==> src/rtl/char_grid_writer.sv <==
// Character grid writer: turns a strobed byte stream into writes on a ROWS x COLS
// character grid, with cursor tracking, clear sweeps and a registered read port.
module char_grid_writer #(
    parameter int unsigned COLS       = 16,
    parameter int unsigned ROWS       = 4,
    parameter logic [7:0]  FILL_CHAR  = 8'h20,
    parameter logic [7:0]  SUBST_CHAR = 8'h3F,
    localparam int unsigned COL_W     = $clog2(COLS),
    localparam int unsigned ROW_W     = $clog2(ROWS)
) (
    input  logic                   clk,
    input  logic                   reset,
    input  logic [7:0]             inByte,
    output logic                   busy,
    output logic                   dropped,
    output logic [ROW_W-1:0]       cursorRow,
    output logic [COL_W-1:0]       cursorCol,
    input  logic [ROW_W+COL_W-1:0] readAddress,
    output logic [7:0]             readByte
);

    localparam int unsigned ADDR_W = ROW_W + COL_W;
    localparam int unsigned DEPTH  = ROWS * COLS;

    localparam logic [7:0] CH_BS = 8'h08;
    localparam logic [7:0] CH_LF = 8'h0A;
    localparam logic [7:0] CH_FF = 8'h0C;
    localparam logic [7:0] CH_CR = 8'h0D;

    typedef enum logic [1:0] {
        S_CLEAR_ALL,
        S_IDLE,
        S_CLEAR_ROW
    } state_t;

    state_t            state;
    logic [ADDR_W-1:0] clr_addr;

    logic [7:0]        grid [DEPTH];

    logic              in_valid;
    logic              is_print;
    logic              is_subst;
    logic              col_last;
    logic [ROW_W-1:0]  row_next;
    logic [COL_W-1:0]  col_dec;
    logic              clr_done;

    logic              we;
    logic [ADDR_W-1:0] waddr;
    logic [7:0]        wdata;

    always_comb begin
        in_valid = (inByte != 8'h00);
        is_print = (inByte >= 8'h20) && (inByte <= 8'h7E);
        is_subst = in_valid && !is_print &&
                   (inByte != CH_BS) && (inByte != CH_LF) &&
                   (inByte != CH_FF) && (inByte != CH_CR);
        col_last = (cursorCol == COL_W'(COLS - 1));
        row_next = cursorRow + 1'b1;
        col_dec  = cursorCol - 1'b1;
        clr_done = (state == S_CLEAR_ALL) ? (clr_addr == '1)
                                          : (clr_addr[COL_W-1:0] == '1);
    end

    // Single write port: the sweep owns it while busy, the byte decoder otherwise.
    always_comb begin
        we    = 1'b0;
        waddr = {cursorRow, cursorCol};
        wdata = FILL_CHAR;
        if (!reset) begin
            if (state != S_IDLE) begin
                we    = 1'b1;
                waddr = clr_addr;
                wdata = FILL_CHAR;
            end else if (is_print) begin
                we    = 1'b1;
                wdata = inByte;
            end else if (is_subst) begin
                we    = 1'b1;
                wdata = SUBST_CHAR;
            end else if (inByte == CH_BS && cursorCol != '0) begin
                we    = 1'b1;
                waddr = {cursorRow, col_dec};
                wdata = FILL_CHAR;
            end
        end
    end

    always_ff @(posedge clk) begin
        if (reset) begin
            state     <= S_CLEAR_ALL;
            clr_addr  <= '0;
            busy      <= 1'b1;
            dropped   <= 1'b0;
            cursorRow <= '0;
            cursorCol <= '0;
        end else begin
            case (state)
                S_CLEAR_ALL, S_CLEAR_ROW: begin
                    if (in_valid) begin
                        dropped <= 1'b1;
                    end
                    clr_addr <= clr_addr + 1'b1;
                    if (clr_done) begin
                        state <= S_IDLE;
                        busy  <= 1'b0;
                    end
                end
                S_IDLE: begin
                    if (is_print || is_subst) begin
                        if (col_last) begin
                            cursorCol <= '0;
                            cursorRow <= row_next;
                            clr_addr  <= {row_next, {COL_W{1'b0}}};
                            state     <= S_CLEAR_ROW;
                            busy      <= 1'b1;
                        end else begin
                            cursorCol <= cursorCol + 1'b1;
                        end
                    end else begin
                        case (inByte)
                            CH_CR: cursorCol <= '0;
                            CH_LF: begin
                                cursorCol <= '0;
                                cursorRow <= row_next;
                                clr_addr  <= {row_next, {COL_W{1'b0}}};
                                state     <= S_CLEAR_ROW;
                                busy      <= 1'b1;
                            end
                            CH_BS: begin
                                if (cursorCol != '0) begin
                                    cursorCol <= col_dec;
                                end
                            end
                            CH_FF: begin
                                cursorCol <= '0;
                                cursorRow <= '0;
                                clr_addr  <= '0;
                                state     <= S_CLEAR_ALL;
                                busy      <= 1'b1;
                            end
                            default: ;
                        endcase
                    end
                end
                default: begin
                    state    <= S_CLEAR_ALL;
                    clr_addr <= '0;
                    busy     <= 1'b1;
                end
            endcase
        end
    end

    // Read samples the array before this edge's write lands (read-before-write).
    always_ff @(posedge clk) begin
        if (we) begin
            grid[waddr] <= wdata;
        end
        if (reset) begin
            readByte <= '0;
        end else begin
            readByte <= grid[readAddress];
        end
    end

endmodule

==> config.mk <==
export PLATFORM = sky130hd
export DESIGN_NAME = char_grid_writer
export DESIGN_NICKNAME = d
export VERILOG_FILES = /design/src/rtl/char_grid_writer.sv
export SDC_FILE = /design/constraint.sdc
export NUM_CORES = 1
export LEC_CHECK = 0
export CORE_MARGIN = 2
export CORE_UTILIZATION = 40
export DETAILED_ROUTE_END_ITERATION = 6
export PLACE_DENSITY_LB_ADDON = 0.15
export REMOVE_ABC_BUFFERS = 1
export SLEW_MARGIN = 20
export SYNTH_ARGS = -nofsm -noshare
export SYNTH_HDL_FRONTEND = slang
export SYNTH_SLANG_ARGS = --single-unit
==> constraint.sdc <==
create_clock -name clk -period 5.8 [get_ports clk]
set_clock_uncertainty 0.05 [all_clocks]
set_input_delay 1.74 -clock clk [delete_from_list [all_inputs] [get_ports clk]]
set_output_delay 1.74 -clock clk [all_outputs]
set_load 0.05 [all_outputs]
Word level (Yosys, flattened, before mapping)
Memory sizes are Yosys's and may differ from the RTL's. A register that Yosys moved wholly into a read port is not among the register bits.
Cells that the tools add are included.
{ "word_totals": {"reg_bits": 16, "ram_bits": 512, "input_bits": 16, "out_inout_bits": 16, "word_cells": 94, "memories": 1} }
{ "classes": {"addsub": 4, "n_lt_le_gt_ge": 2, "n_eq_ne": 20, "mux": 38, "n_reduce_logical": 23} }
{ "mem_list": {"columns": ["name", "words", "width", "rd", "rd_clocked_by_memory_dff", "wr", "line", "text"], "rows": [
  ["grid", 64, 8, 1, 1, 1, "39", "logic [7:0] grid [DEPTH];"]
]} }
{ "op_table": {"columns": ["op", "count"], "rows": [
  ["$eq A8 B4 Y1 const B", 4],
  ["$ne A8 B4 Y1 const B", 4],
  ["$mux W4", 6],
  ["$mux W6", 4],
  ["$mux W8", 3],
  ["$pmux W6 S2", 2],
  ["$mux W1", 12],
  ["$pmux W2 S2", 3],
  ["$reduce_and A3 Y1", 4],
  ["$mux W2", 5],
  ["$eq A4 B4 Y1 const B", 2],
  ["$ge A8 B6 Y1 const B", 1],
  ["$le A8 B7 Y1 const B", 1],
  ["$pmux W4 S2", 1],
  ["$reduce_bool A8 Y1", 1],
  ["$logic_and A1 B1 Y1", 7],
  ["$add A6 B1 Y6 const B", 1],
  ["$eq A6 B6 Y1 const B", 1],
  ["$ne A3 B3 Y1 const B", 2],
  ["$reduce_bool A3 Y1", 2],
  ["$mux W5", 1],
  ["$add A4 B1 Y4 const B", 1],
  ["$ne A2 B2 Y1 const B", 2],
  ["$ne A4 B2 Y1 const B", 1],
  ["14 further kinds", 16]
]} }

Depth between registers and ports, before layout
{ "logic_depth": {"depth_word": 14, "ltp_mapped": 10, "ltp_nobuf": 8} }

Worst setup path after synthesis
No wires, ideal clock.
{ "synth_timing": {"path_kind": "in2reg", "from": "input port inByte[4]", "to": "memory grid[39][0] (enable)", "arrival_ns": 4.735, "setup_slack_ns": 0.620, "path_stages": 9, "path_cell_list": "or4_4 > buf_6 > or4_4 > buf_6 > o31a_1 > o32ai_1 > buf_2 > nand3_1 > nor4_1"} }
{ "synth_via": {"elab_chain_len": 14} }
{ "synth_lines": {"columns": ["item", "line", "text"], "rows": [
  ["from (decl)", "13", "input logic [7:0] inByte,"],
  ["$ge A8 B6 Y1 or $le A8 B7 Y1 (tied branches)", "55", "is_print = (inByte >= 8'h20) && (inByte <= 8'h7E);"],
  ["$logic_and A1 B1 Y1", "55", null],
  ["$logic_not A1 Y1", "56", "is_subst = in_valid && !is_print &&"],
  ["$logic_and A1 B1 Y1 (2 in a row)", "56", null],
  ["$logic_and A1 B1 Y1 (2 in a row)", "57", "(inByte != CH_BS) && (inByte != CH_LF) &&"],
  ["$logic_and A1 B1 Y1", "58", "(inByte != CH_FF) && (inByte != CH_CR);"],
  ["$mux W1", "79", "end else if (is_subst) begin"],
  ["$mux W1", "76", "end else if (is_print) begin"],
  ["$mux W1", "72", "if (state != S_IDLE) begin"],
  ["$mux W1", "71", "if (!reset) begin"],
  ["$mux W1", "158", "if (we) begin"],
  ["$mux W1 (not written as such)", "159", "grid[waddr] <= wdata;"],
  ["to (decl)", "39", null]
]} }
Parallel ways exist; a longest one is shown, timed or not.

Worst setup path in the final report
{ "layout_timing": {"from": "input port inByte[5]", "to": "memory grid[23][5] (enable)"} }
Same word-level chain as after synthesis.

==> results by group <==
Detailed routing
  – Drt pass-1 iters: 5
  – Via count: 11178
  – Drt total wl: 52.1 mm
  – DR vias/cell: 5.43
  – Number of nets still failing antenna checks after routing: 0
  – DR iter-0 viols: 1217
  – Residual DRC: 0
  – Wire per inst: 25.3 um

Timing
  – Worst Max-Slew Pin Slew: 0.897 ns
  – Max Clock Freq: 203 MHz
  – Final setup fails: 0
  – RSZ-0062 raised after global routing: no
  – Final Hold Vio Count: 0
  – Final period util: 84.8%
  – Tmin final: 4.92 ns
  – Setup TNS: 0 ns
  – Final Max Slew Viols: 0
  – Slew headroom: 40.2%

Clock tree
  – Clk Latency, worst-skew pair: 0.59 ns
  – Worst-path clk slew: 0.06 ns
  – Clk Tree Root Cell: clkbuf_16
  – CTS max path bufs: 3
  – Post-CTS Resized: 0
  – Setup Buffers After CTS: 0
  – CTS Buf Count: 55
  – H-tree Lvls: 2
  – Clk sink count: 536
  – Cts hold-fix bufs: 0
  – CTS tree: done

Global routing
  – Gr usage total: 19.2%
  – Vias in the first global route: 11590
  – Largest net degree at the start of global routing: 65
  – Total gr overflow: 0
  – Initial antenna violation count: 0
  – First-pass GRT wire length: 78.5 mm

Yosys
  – Most used DFF post-synth: edfxtp_1
  – Sequential fraction of the synthesis area: 74.2%
  – Cells after synthesis: 1135
  – Most area-consuming cells after synthesis: edfxtp_1, mux4_2, dfxtp_1
  – Synth Cell Area: 0.0214 sq mm
  – Leading area contributor after synthesis: edfxtp_1
  – Flops & latches, synth: 536
  – Yosys cell types: 56
  – Post-synth ARST share: 0%
  – Post-synth top area share: 72.0%
  – Synthesized area per cell: 18.8 sq um
  – Ys Warns: 0
  – Most numerous cell in the Yosys netlist: edfxtp_1
  – Top post-synthesis cells by count: edfxtp_1, mux4_2, nor2_1
  – EDFF count, synth: 512

Cells and area
  – Final net count: 1346
  – Fin cells: 2058
  – Fillers: 4436
  – Area growth syn-to-layout: 17.6%
  – Number of diodes: 0
  – Share of cells above drive strength 1: 25.0%
  – Fin util: 47.7%

Setup path
  – Startpoint Class: input port
  – CP Data Arrival Time: 5.16 ns
  – FF-to-FF setup slack: 2.32 ns
  – Path type of the worst setup path: in2reg
  – Reg2reg path depth: 9
  – Reg2reg end: grid[8][5]$_DFFE_PP_
  – Setup crit end kind: flip-flop
  – CP startpoint: inByte[5]
  – R2r startpoint: cursorCol[0]$_SDFFE_PP0P_
  – Crit path required time: 6.04 ns
  – Crit path to: grid[23][5]$_DFFE_PP_
  – Critical path fanouts, max: 10

Floorplanning
  – Core Region: 0.0527 sq mm
  – Die Span Y: 235 um
  – Initial core utilization: 40.6%
  – Io pins: 32
  – Die X: 235 um
  – Total die area: 0.0553 sq mm
  – # rows: 84

Power and ir drop
  – Pwr dens: 320 mW/mm^2
  – Worst VDD drop: 0.215 mV
  – Leakage Power: 8.48 nW

Job
  – Max-Cap Viols: 0

Placement
  – Hpwl dp: 33.8 mm
  – Port Buffers: 31
  – GPL Wtd Cong: 0.804
  – Inst Count DP: 1958

Worst hold path
  – Tightest Hold Check Type: reg2reg
  – Hold path start: dropped$_SDFFE_PP0P_

Outcome
  – Status: completed
## logic make-up after synthesis
group / count (synthesis) / synth area share (%)
buf+inv: 68 / 1.37
other cells: 1 / 0.0176
flops: 536 / 74.2
fa+ha+maj: 3 / 0.176
simple gates: 244 / 5.32
mux: 153 / 15.0
compound gates: 130 / 3.92
## worst min-delay path by stage
stage | to | slack [ns] | cells past startpoint
2_1_floorplan | clr_addr[2]$_SDFFE_PP0P_ | 0.44 | 2
3_3_place_gp | dropped$_SDFFE_PP0P_ | 0.40 | 2
3_5_place_dp | dropped$_SDFFE_PP0P_ | 0.40 | 2
4_1_cts | dropped$_SDFFE_PP0P_ | 0.41 | 2
5_1_grt | dropped$_SDFFE_PP0P_ | 0.43 | 2
6_report | dropped$_SDFFE_PP0P_ | 0.40 | 2
## critical path: stages
cell             delay, ns
clkdlybuf4s50_1       0.47
or4_4                 0.60
or4_4                 0.51
o31a_1                0.30
o32ai_1               0.44
buf_4                 0.26
nand3_1               0.31
nor3_1                0.32
buf_4                 0.21
## layer usage
metal | vias up | wire length, um | global-route usage (%) | part of all wire, %
met3 | 70 | 2810 | 3.76 | 5.4
met2 | 304 | 24500 | 30.2 | 47
met1 | 5838 | 23600 | 27.5 | 45
li1 | 4966 | - | - | -
met5 | - | 0 | 0 | 0
met4 | 0 | 1200 | 5.18 | 2.3
## cell type report
| class | instances | area (sq um) | area share [%] |
|---|---|---|---|
| clock buffers | 73 | 1530 | 6.08 |
| clock inverters | 27 | 238 | 0.947 |
| inverters | 8 | 30.0 | 0.120 |
| multi-input cells | 594 | 5500 | 21.9 |
| flip-flops and latches | 536 | 15900 | 63.1 |
| well taps | 688 | 861 | 3.43 |
| repair buffers | 132 | 1110 | 4.40 |
## sequential cells by signal, indices dropped and copies added, names as in the netlist
signal / count
grid: 512
readByte: 8
clr_addr: 6
cursorCol: 4
cursorRow: 2
state: 2
busy: 1
dropped: 1
## layout by cell type, fill, tap and decap left out, types with 11 or more instances in the layout
cell,count
edfxtp_1,512
mux4_2,132
buf_4,99
nor2_1,92
conb_1,64
clkbuf_16,57
nand2_1,50
o21ai_0,31
nand3_1,28
clkdlybuf4s50_1,28
a21oi_1,27
dfxtp_1,24
nor3_1,20
mux2i_1,12
clkinv_1,12
clkbuf_1,12
nor2b_1,11
a211oi_1,11
o22ai_1,11
## power by group
group,total (W),internal [W],leakage [nW],switching [W]
registers,0.00420,0.00420,5.20,0.00000553
clock network,0.00346,0.00202,0.847,0.00144
logic,0.000363,0.000144,2.43,0.000219
total,0.00802,0.00636,8.48,0.00167
## through the flow
step / worst slack, ns / cell area, sq um / hold WS, ns / power [W]
2_1_floorplan: 0.369 / 21300 / 0.441 / 0.00447
3_3_place_gp: 0.401 / 23300 / 0.401 / 0.00465
3_5_place_dp: 0.335 / 23300 / 0.396 / 0.00465
4_1_cts: 0.944 / 25100 / 0.407 / 0.00810
5_1_grt: 0.647 / 25100 / 0.435 / 0.00827
6_report: 0.879 / 25100 / 0.405 / 0.00802
Power figures use the tool's default switching activity.
